==> config.mk <==
export PLATFORM = sky130hd
export DESIGN_NAME = argmax_frame_decoder
export DESIGN_NICKNAME = d
export VERILOG_FILES = /design/src/rtl/argmax_frame_decoder.sv
export SDC_FILE = /design/constraint.sdc
export NUM_CORES = 1
export LEC_CHECK = 0
export BUFFER_PORTS_ARGS = -buffer_cell sky130_fd_sc_hd__buf_2
export CORE_MARGIN = 2
export CORE_UTILIZATION = 60
export CTS_CLUSTER_SIZE = 30
export DETAILED_ROUTE_END_ITERATION = 7
export PLACE_DENSITY_LB_ADDON = 0.2
export SLEW_MARGIN = 30
export SYNTH_ARGS = -nofsm -noshare
export SYNTH_HDL_FRONTEND = slang
export SYNTH_SLANG_ARGS = --single-unit
export TNS_END_PERCENT = 20
==> constraint.sdc <==
create_clock -name clk -period 6.01 [get_ports clk]
set_clock_uncertainty 0.05 [all_clocks]
set_input_delay 0 -clock clk [delete_from_list [all_inputs] [get_ports clk]]
set_output_delay 0 -clock clk [all_outputs]
set_load 0.05 [all_outputs]
==> src/rtl/argmax_frame_decoder.sv <==
// Rebuilds a dense NUM_ELEM-slot vector from a frame of (value, index) tuples.
// The frame is held with its presence mask, argmax index and error flags until accepted downstream.
module argmax_frame_decoder #(
    parameter int NUM_ELEM = 4,
    parameter int ELEM_W   = 8,
    parameter int IDX_W    = (NUM_ELEM > 1) ? $clog2(NUM_ELEM) : 1
) (
    input  logic                         clk,
    input  logic                         rst,
    input  logic                         in_valid,
    output logic                         in_ready,
    input  logic [ELEM_W-1:0]            in_value,
    input  logic [IDX_W-1:0]             in_index,
    input  logic                         in_last,
    output logic                         out_valid,
    input  logic                         out_ready,
    output logic [NUM_ELEM*ELEM_W-1:0]   out_vec,
    output logic [NUM_ELEM-1:0]          out_mask,
    output logic [IDX_W-1:0]             out_max_index,
    output logic                         err_dup,
    output logic                         err_range
);

    typedef enum logic [1:0] {
        IDLE    = 2'd0,
        COLLECT = 2'd1,
        EMIT    = 2'd2
    } state_t;

    state_t                          state_q, state_d;
    logic [NUM_ELEM-1:0][ELEM_W-1:0] vec_q, vec_d;
    logic [NUM_ELEM-1:0]             mask_q, mask_d;
    logic [ELEM_W-1:0]               max_val_q, max_val_d;
    logic [IDX_W-1:0]                max_idx_q, max_idx_d;
    logic                            dup_q, dup_d;
    logic                            range_q, range_d;
    logic                            idx_in_range;

    // A power-of-two slot count can never see an out-of-range index.
    generate
        if (NUM_ELEM == (1 << IDX_W)) begin : g_full_range
            assign idx_in_range = 1'b1;
        end else begin : g_partial_range
            localparam logic [IDX_W:0] LIMIT = (IDX_W+1)'(NUM_ELEM);
            assign idx_in_range = ({1'b0, in_index} < LIMIT);
        end
    endgenerate

    // Frame state register.
    always_ff @(posedge clk) begin
        if (rst) begin
            state_q   <= IDLE;
            vec_q     <= '0;
            mask_q    <= '0;
            max_val_q <= '0;
            max_idx_q <= '0;
            dup_q     <= 1'b0;
            range_q   <= 1'b0;
        end else begin
            state_q   <= state_d;
            vec_q     <= vec_d;
            mask_q    <= mask_d;
            max_val_q <= max_val_d;
            max_idx_q <= max_idx_d;
            dup_q     <= dup_d;
            range_q   <= range_d;
        end
    end

    // Next-state: slot writes, max tracking and frame hand-off.
    always_comb begin
        state_d   = state_q;
        vec_d     = vec_q;
        mask_d    = mask_q;
        max_val_d = max_val_q;
        max_idx_d = max_idx_q;
        dup_d     = dup_q;
        range_d   = range_q;
        case (state_q)
            IDLE, COLLECT: begin
                if (in_valid) begin
                    if (idx_in_range) begin
                        for (int k = 0; k < NUM_ELEM; k++) begin
                            if (in_index == IDX_W'(k)) begin
                                if (mask_q[k]) begin
                                    dup_d = 1'b1;
                                    if (in_value > vec_q[k]) begin
                                        vec_d[k] = in_value;
                                    end else begin
                                        vec_d[k] = vec_q[k];
                                    end
                                end else begin
                                    vec_d[k] = in_value;
                                end
                                mask_d[k] = 1'b1;
                            end else begin
                                vec_d[k] = vec_d[k];
                            end
                        end
                        // >= so that ties move to the later tuple.
                        if (in_value >= max_val_q) begin
                            max_val_d = in_value;
                            max_idx_d = in_index;
                        end else begin
                            max_val_d = max_val_q;
                        end
                    end else begin
                        range_d = 1'b1;
                    end
                    state_d = in_last ? EMIT : COLLECT;
                end else begin
                    state_d = state_q;
                end
            end
            EMIT: begin
                if (out_ready) begin
                    state_d   = IDLE;
                    vec_d     = '0;
                    mask_d    = '0;
                    max_val_d = '0;
                    max_idx_d = '0;
                    dup_d     = 1'b0;
                    range_d   = 1'b0;
                end else begin
                    state_d = EMIT;
                end
            end
            default: begin
                state_d = IDLE;
            end
        endcase
    end

    assign in_ready      = (state_q != EMIT);
    assign out_valid     = (state_q == EMIT);
    assign out_mask      = mask_q;
    assign out_max_index = max_idx_q;
    assign err_dup       = dup_q;
    assign err_range     = range_q;

    generate
        for (genvar g = 0; g < NUM_ELEM; g++) begin : g_flat
            assign out_vec[g*ELEM_W +: ELEM_W] = vec_q[g];
        end
    endgenerate

endmodule

* Word-level counts from Yosys, hierarchy flattened *
Cells that the tools add are included.
W data, S select, Z words.

storage, ports and cells
  register bits = 49
  bits in latches = 0
  memory bits (writable) = 0
  bits in read-only memories = 0
  word-level logic and storage cells = 93
  memories = 0

cells by class
  $add $sub $neg = 0
  multiply operators = 0
  div/mod/pow operators = 0
  $lt $le $gt $ge = 5
  equal/unequal tests = 17
  shift operators = 0
  muxes and demuxes = 45
  bitwise gates (word level) = 0
  reductions and logical operators = 14

operators with widths
  operator              count
  $mux W8               15
  $mux W32              2
  $pmux W32 S2          1
  $gt A8 B8 Y1          4
  $reduce_and A4 Y1     5
  $reduce_and A5 Y1     4
  $pmux W8 S2           1
  $mux W1               14
  $ne A2 B2 Y1 const B  7
  $mux W2               6
  $ne A3 B3 Y1 const B  4
  $ge A8 B8 Y1          1
  $mux W4               2
  $pmux W2 S2           2
  $pmux W4 S2           1
  $eq A2 B2 Y1 const B  3
  $eq A2 B1 Y1 const B  2
  $logic_not A2 Y1      2
  $reduce_and A3 Y1     1
  $ne A2 B1 Y1 const B  1
  $pmux W1 S2           1
  $reduce_bool A2 Y1    1
  $reduce_or A2 Y1      1

* Longest topological paths before layout *
Gate-level depths: netlist (run 1).

  word-level depth = 10
  depth in mapped cells = 8
  gate-level depth less buffers = 7

* Worst setup path after synthesis (run 1) *
Ideal clock, no wire load.

  path type = register to register
  start point = register state_q[1]
  end point = register state_q[1]
  data arrival time = 2.182 ns
  slack = 3.713 ns
  cell stages (with the launch flop) = 6
  path buffers = 1
  cells stage by stage = dfxtp_1 buf_6 nor2b_1 inv_1 o22a_1 nor2_1

RTL lines
  element                   RTL line  source
  start: declaration        30        state_t state_q, state_d;
  start signal: assignment  60        state_q <= state_d;
  $eq A2 B2 Y1              n/a
  via out_valid             15        output logic out_valid,
  $pmux W2 S2               79        case (state_q)

The timed path passes the listed nets, and every way through them passes these cells.
A chain may end at the register's enable or synchronous reset.

* Worst setup path in the final report (run 1) *
  start point = input port in_value[0]
  end point = register max_idx_q[0] (netlist: out_max_index[0])

on the way
  word-level cells in the longest chain between the ends = 3

ends and longest elaborated chain
  element                      RTL line  source
  start: declaration           12        input logic [ELEM_W-1:0] in_value,
  $ge A8 B8 Y1                 101       if (in_value >= max_val_q) begin
  $ne A2 B2 Y1 (no line)       n/a
  $reduce_and A4 Y1 (no line)  n/a
  end signal: assignment       64        max_idx_q <= max_idx_d;
  end: declaration             34        logic [IDX_W-1:0] max_idx_q, max_idx_d;

Every way passes these cells.

==> flow_summary.ini, run 1 <==
[status]
status = completed

[routing]
drc = 0
wl_per_cell_microns = 15.7
first_pass_iters = 4
wirelength_microns = 7100
viasPerCell = 5.65
via_count = 2560
ant_nets = 0
first_iter_violations = 292

[synth]
synthCells = 327
ys_ff_latch = 49
synth_edf_count = 0
async_flop_share = 0
yosysTopAreaCell = dfxtp_1
synth_cell_types = 44
syn_avg_cell_area_sq_um = 9.25
syn_area_sq_um = 3020
synth_top_area_share = 0.324
ys_seq_area_frac = 0.324
ys.warnings.count = 0
synth.area.top_cells = dfxtp_1 32%, ha_1 17%, mux2i_1 11%, nand2b_1 7.7%, inv_1 4.8%
synth_top_flop_cell = dfxtp_1
synth_nets = 382

[sta]
final_max_slew_viol_count = 0
fin_crit_ns = 2.47
max_slew_margin = 0.480
hold_ws_ns = 0.00474
timing.fmax_mhz = 405
rsz0062_at_grt = false
hold_viol = 0
max_slew.worst_pin.slew_ns = 0.760
setup_viol = 0
tns_ns = 0
min_period_over_period = 0.411

[setup_path]
cp.required_ns = 6.20
cp_data_arrival_time_ns = 2.66
crit_path_top_delay_cell = a2111oi_0
crit_chain = dlygate4sd3_1, buf_2, inv_1, ha_1, nand2b_1, a2111oi_0, o32ai_4, nand2b_1, a21oi_1
cp-start-kind = input port
slowest_delay_ns = 0.69
end_kind = flop
cp_max_fo = 20
path_class = input port to flop
crit_top_cell = nand2b_1

[run]
cap_viol_max_count = 0

[die]
die_y_microns = 75.0
core_sq_um = 4790
start_util = 0.632
io_pins = 57
die_x_microns = 75.0
dieArea_sq_um = 5620
row_count = 25

[power_and_ir_drop]
intPower_mw = 0.523
p_per_area_nw_per_um2 = 223
switching_power_mw = 0.265
seqPwrFrac = 0.455
p_comb_frac = 0.273
p_leak_nw = 1.66
report.power.total_mw = 0.788
switching_share = 0.336
power_frac_clock = 0.272
vdd_drop_max_mv = 0.132

[grt]
antenna_found_initial = 0
grt_pass1_vias = 2389
overflow = 0
grt_start_max_net_pins = 51
grt_pass1_wl_microns = 11700
grt_usage = 0.276

[cts]
root_buffer = clkbuf_8
cts_buffer_depth = 2
cts.sinks = 49
cts_buffers = 5
htreeDepth = 2
holdBufCountCts = 8
cts_resized = 0
clk_pin_slew_ns = 0.09
cts_setup_buffers = 0
cts_tree = done
clock_latency_ns = 0.31

[layout]
final_nets = 440
final_util = 0.737
post-route-cell-area_sq_um = 3530
antenna_cells = 0
drive_gt1_frac = 0.194
area_delta_synth_final_pct = 16.6

[placed_design]
portBuffers = 55
gp_congestion = 0.890
dp_hpwl_microns = 5220
placed_cell_area_sq_um = 3340

[worst_hold_path]
hold_class = input port to flop
[cell usage in the layout (no fill, tap or decap), drive strengths merged, types with 2 or more instances in the layout]
master       count
nor2b            4
dfxtp           49
mux2i           32
nand2b          38
and4             3
nor3b            2
buf             56
and3             3
nand3           14
a31oi            6
o31ai            9
and4b            2
nor2             8
nand4            3
a21boi           6
or3b             2
nor3             8
clkbuf           7
a2111oi          3
nand2           11
inv             39
ha              40
dlygate4sd3      8
o211ai           2
a21oi           14
o21ai            2
[power by group through the flow]
stage / logic [mW] / registers (mW) / clock network (mW)
finish: 0.215 / 0.358 / 0.214
global route: 0.238 / 0.361 / 0.227
CTS: 0.216 / 0.358 / 0.216
detailed placement: 0.211 / 0.365 / 0
global placement: 0.203 / 0.365 / 0
floorplan: 0.111 / 0.409 / 0
[layer usage]
metal / vias to the layer above / GRT usage / share of wire
met3: 12 / 0.0469 / 0.082
met5: - / 0 / 0
met4: 0 / 0.0893 / 0.017
met2: 108 / 0.416 / 0.45
met1: 1180 / 0.402 / 0.45
li1: 1260 / - / -
[Yosys cell counts (all sizes together), types with 6 or more instances]
master	number
dfxtp	49
ha	40
inv	39
nand2b	38
mux2i	32
a21oi	14
nand3	14
nand2	11
o31ai	9
nor2	8
nor3	8
clkbuf	7
a21boi	6
a31oi	6
buf	6
[layout make-up]
| class | instances | area (sq um) |
|---|---|---|
| clock inverters | 1 | 5.00 |
| inverters | 39 | 146 |
| clock buffers | 7 | 96.3 |
| well taps | 67 | 83.8 |
| multi-input cells | 226 | 1850 |
| flip-flops and latches | 49 | 981 |
| repair buffers | 64 | 363 |
| fillers | 374 | 1260 |
[cell families (layout without fill, tap and decap cells)]
kind of cell    count (synthesis)  count (layout)  share of synthesized area
other cells                     1               1                    0.00124
compound gates                 50              50                      0.126
flops                          49              49                      0.324
fa+ha+maj                      40              40                      0.165
mux                            33              33                      0.113
simple gates                  102             102                      0.200
buf+inv                        52             111                     0.0699
[metrics by stage]
stage	setup WS [ns]	cells
after global placement	3.66	437
after global routing	3.31	453
after floorplan	3.71	327
after CTS	3.51	453
final	3.54	453
after detailed placement	3.61	437
[sequential cells by signal, summed over array words and instances (netlist names)]
name and flops:
max_val_q 8, err_dup 1, out_max_index 2, state_q 2, out_mask 4, out_vec 32
[critical path: cells and delay by family]
| kind | cells | cell delay (ns) |
|---|---|---|
| fa+ha+maj | 1 | 0.27 |
| compound gates | 3 | 1.12 |
| simple gates | 2 | 0.41 |
| buf+inv | 3 | 0.85 |
[path summary, 6_finish.rpt]
kind | start | endpoint | slack (ns) | cells after the start
max reg2reg | max_val_q[6]$_SDFFE_PP0P_ | out_max_index[0]$_SDFFE_PP0P_ | 3.61 | 7
min | in_value[5] | max_val_q[5]$_SDFFE_PP0P_ | 0.005 | 3
max | in_value[0] | out_max_index[0]$_SDFFE_PP0P_ | 3.54 | 9
min reg2reg | out_max_index[0]$_SDFFE_PP0P_ | out_max_index[0]$_SDFFE_PP0P_ | 0.42 | 2
Power figures use the tool's default switching activity.
==> inputs of run 2 (changes only) <==
- CORE_UTILIZATION: 60 -> 56
- clock period: 6.01 -> 2.3 ns (I/O delays scaled with it)
==> run 2 against run 1 <==
Net effect: critical path type unchanged; critical endpoint unchanged; sequential power increased to 2.6 times the previous value; die area rose by 6.8%; combinational power grew to 2.7 times the previous value; count of clock-buffer cells in the layout is 1 higher; clock power rose by 140%; via count grew 0.94%.
==> flow_summary.ini, run 2 (synthesis gave the netlist of run 1 again) <==
[status]
status = completed

[sta]
fin_ws_ns = 0.133
max_slew.worst_pin.slew_ns = 0.727
timing.fmax_mhz = 462
min_period_over_period = 0.942
max_slew_margin = 0.515
rsz0062_at_grt = false
setup_viol = 0
fin_crit_ns = 2.17
tns_ns = 0
hold_viol = 0
final_max_slew_viol_count = 0

[cts]
cts_buffer_depth = 2
root_buffer = clkbuf_8
cts_setup_buffers = 0
cts.sinks = 49
clk_pin_slew_ns = 0.09
cts_buffers = 5
htreeDepth = 2
clock_latency_ns = 0.31
cts_tree = done

[die]
start_util = 0.585
die_y_microns = 77.5
row_count = 26
dieArea_sq_um = 6000
io_pins = 57
core_sq_um = 5170
die_x_microns = 77.5

[layout]
post-route-cell-area_sq_um = 3600
layout_commonest_cell = buf_2
fillCellCount = 445
area_delta_synth_final_pct = 19.0
final_nets = 450
antenna_cells = 0
drive_gt1_frac = 0.210
largest_register_ffs = 32
final_util = 0.696
layout_common_cells = 55 x buf_2, 49 x dfxtp_1, 40 x ha_1, 39 x inv_1, 37 x nand2b_1

[power_and_ir_drop]
p_comb_frac = 0.290
p_per_area_nw_per_um2 = 564
switching_share = 0.346
switching_power_mw = 0.702
p_leak_nw = 1.70
power_frac_clock = 0.250
seqPwrFrac = 0.460
vdd_drop_max_mv = 0.310
intPower_mw = 1.33

[routing]
first_pass_iters = 4
via_count = 2584
wl_met2_microns = 3380
viasPerCell = 5.55
topRoutingLayerUsed = met4
drc = 0
wirelength_microns = 7230
wl_per_cell_microns = 15.5
first_iter_violations = 150
wl_met1_microns = 3390
ant_nets = 0
route.met3.wl_microns = 317

[grt]
grt_usage = 0.254
grt_pass1_wl_microns = 12100
antenna_found_initial = 0
grt_pass1_vias = 2536
overflow = 0
grt_start_max_net_pins = 50

[setup_path]
cp.required_ns = 2.49
cp_data_arrival_time_ns = 2.35
path_class = input port to flop
end_kind = flop
cp-start-kind = input port
cp_max_fo = 20

[run]
cap_viol_max_count = 0

[worst_hold_path]
hold_class = input port to flop

[placed_design]
placed_cell_area_sq_um = 3390
gp_congestion = 0.857
place_ws_ns = 0.150
dp_hpwl_microns = 5400
portBuffers = 55
==> run 2: changes by cell type in the layout (fill, tap and decap cells not counted) <==
cell	delta
a2111oi_0	-2
a2111oi_2	+2
buf_4	+7
clkbuf_1	+3
clkbuf_8	-2
clkinv_2	-1
dlygate4sd3_1	+3
nor2_1	-1
nor2_2	+1
o32ai_2	+1
o32ai_4	-1
or3_1	-1
or3_4	+1
==> run 2: final cells by class <==
cell class | instances | area [sq um] | area share
Clock buffer | 8 | 80.1 | 0.0222
Sequential cell | 49 | 981 | 0.273
Timing Repair Buffer | 74 | 445 | 0.124
Tap cell | 70 | 87.6 | 0.0243
Multi-Input combinational cell | 226 | 1860 | 0.517
Inverter | 39 | 146 | 0.0407
==> run 2: per-layer routing <==
metal  GRT usage  vias to the layer above
li1            -                     1280
met4      0.0946                        0
met5           0                        -
met3      0.0465                       12
met2       0.427                       76
met1       0.325                     1216
==> run 2: through the flow <==
| stage | std cells | total power, mW | hold slack (ns) |
|---|---|---|---|
| after CTS | 466 | 2.03 | 0.00402 |
| after global placement | 447 | 1.50 | 0.176 |
| after floorplan | 327 | 1.36 | 0.0607 |
| after global routing | 466 | 2.13 | 0.0221 |
| final | 466 | 2.03 | 0.0137 |
| after detailed placement | 447 | 1.52 | 0.177 |
==> run 2: worst max-delay path, cell delays in order <==
cell	delay, ns
dlygate4sd3_1	0.53
buf_2	0.18
ha_1	0.33
a21o_1	0.20
a2111oi_2	0.37
buf_4	0.18
o32ai_2	0.07
buf_4	0.21
nand2b_1	0.15
a21oi_1	0.13
==> run 2: path summary, 6_finish.rpt <==
kind,from,end,slack [ns],cells after the start
hold reg to reg,out_max_index[1]$_SDFFE_PP0P_,out_max_index[1]$_SDFFE_PP0P_,0.43,2
setup reg to reg,max_val_q[6]$_SDFFE_PP0P_,out_max_index[0]$_SDFFE_PP0P_,0.21,9
setup / recovery,in_value[6],out_max_index[0]$_SDFFE_PP0P_,0.13,10
hold / removal,in_value[3],max_val_q[3]$_SDFFE_PP0P_,0.01,3
==> run 2: repair_timing <==
action | 4_1_cts | 5_1_grt
gates resized for setup | 0 | 5
hold endpoints to repair | 10 | 0
endpoints found under the setup margin | 0 | 18
hold buffers | 11 | 0
==> run 2: power groups by stage <==
stage / clock, mW / sequential, mW / combinational (mW)
3_3_place_gp: 0 / 0.952 / 0.548
5_1_grt: 0.546 / 0.942 / 0.646
2_1_floorplan: 0 / 1.07 / 0.289
6_report: 0.508 / 0.934 / 0.589
3_5_place_dp: 0 / 0.953 / 0.562
4_1_cts: 0.513 / 0.934 / 0.580
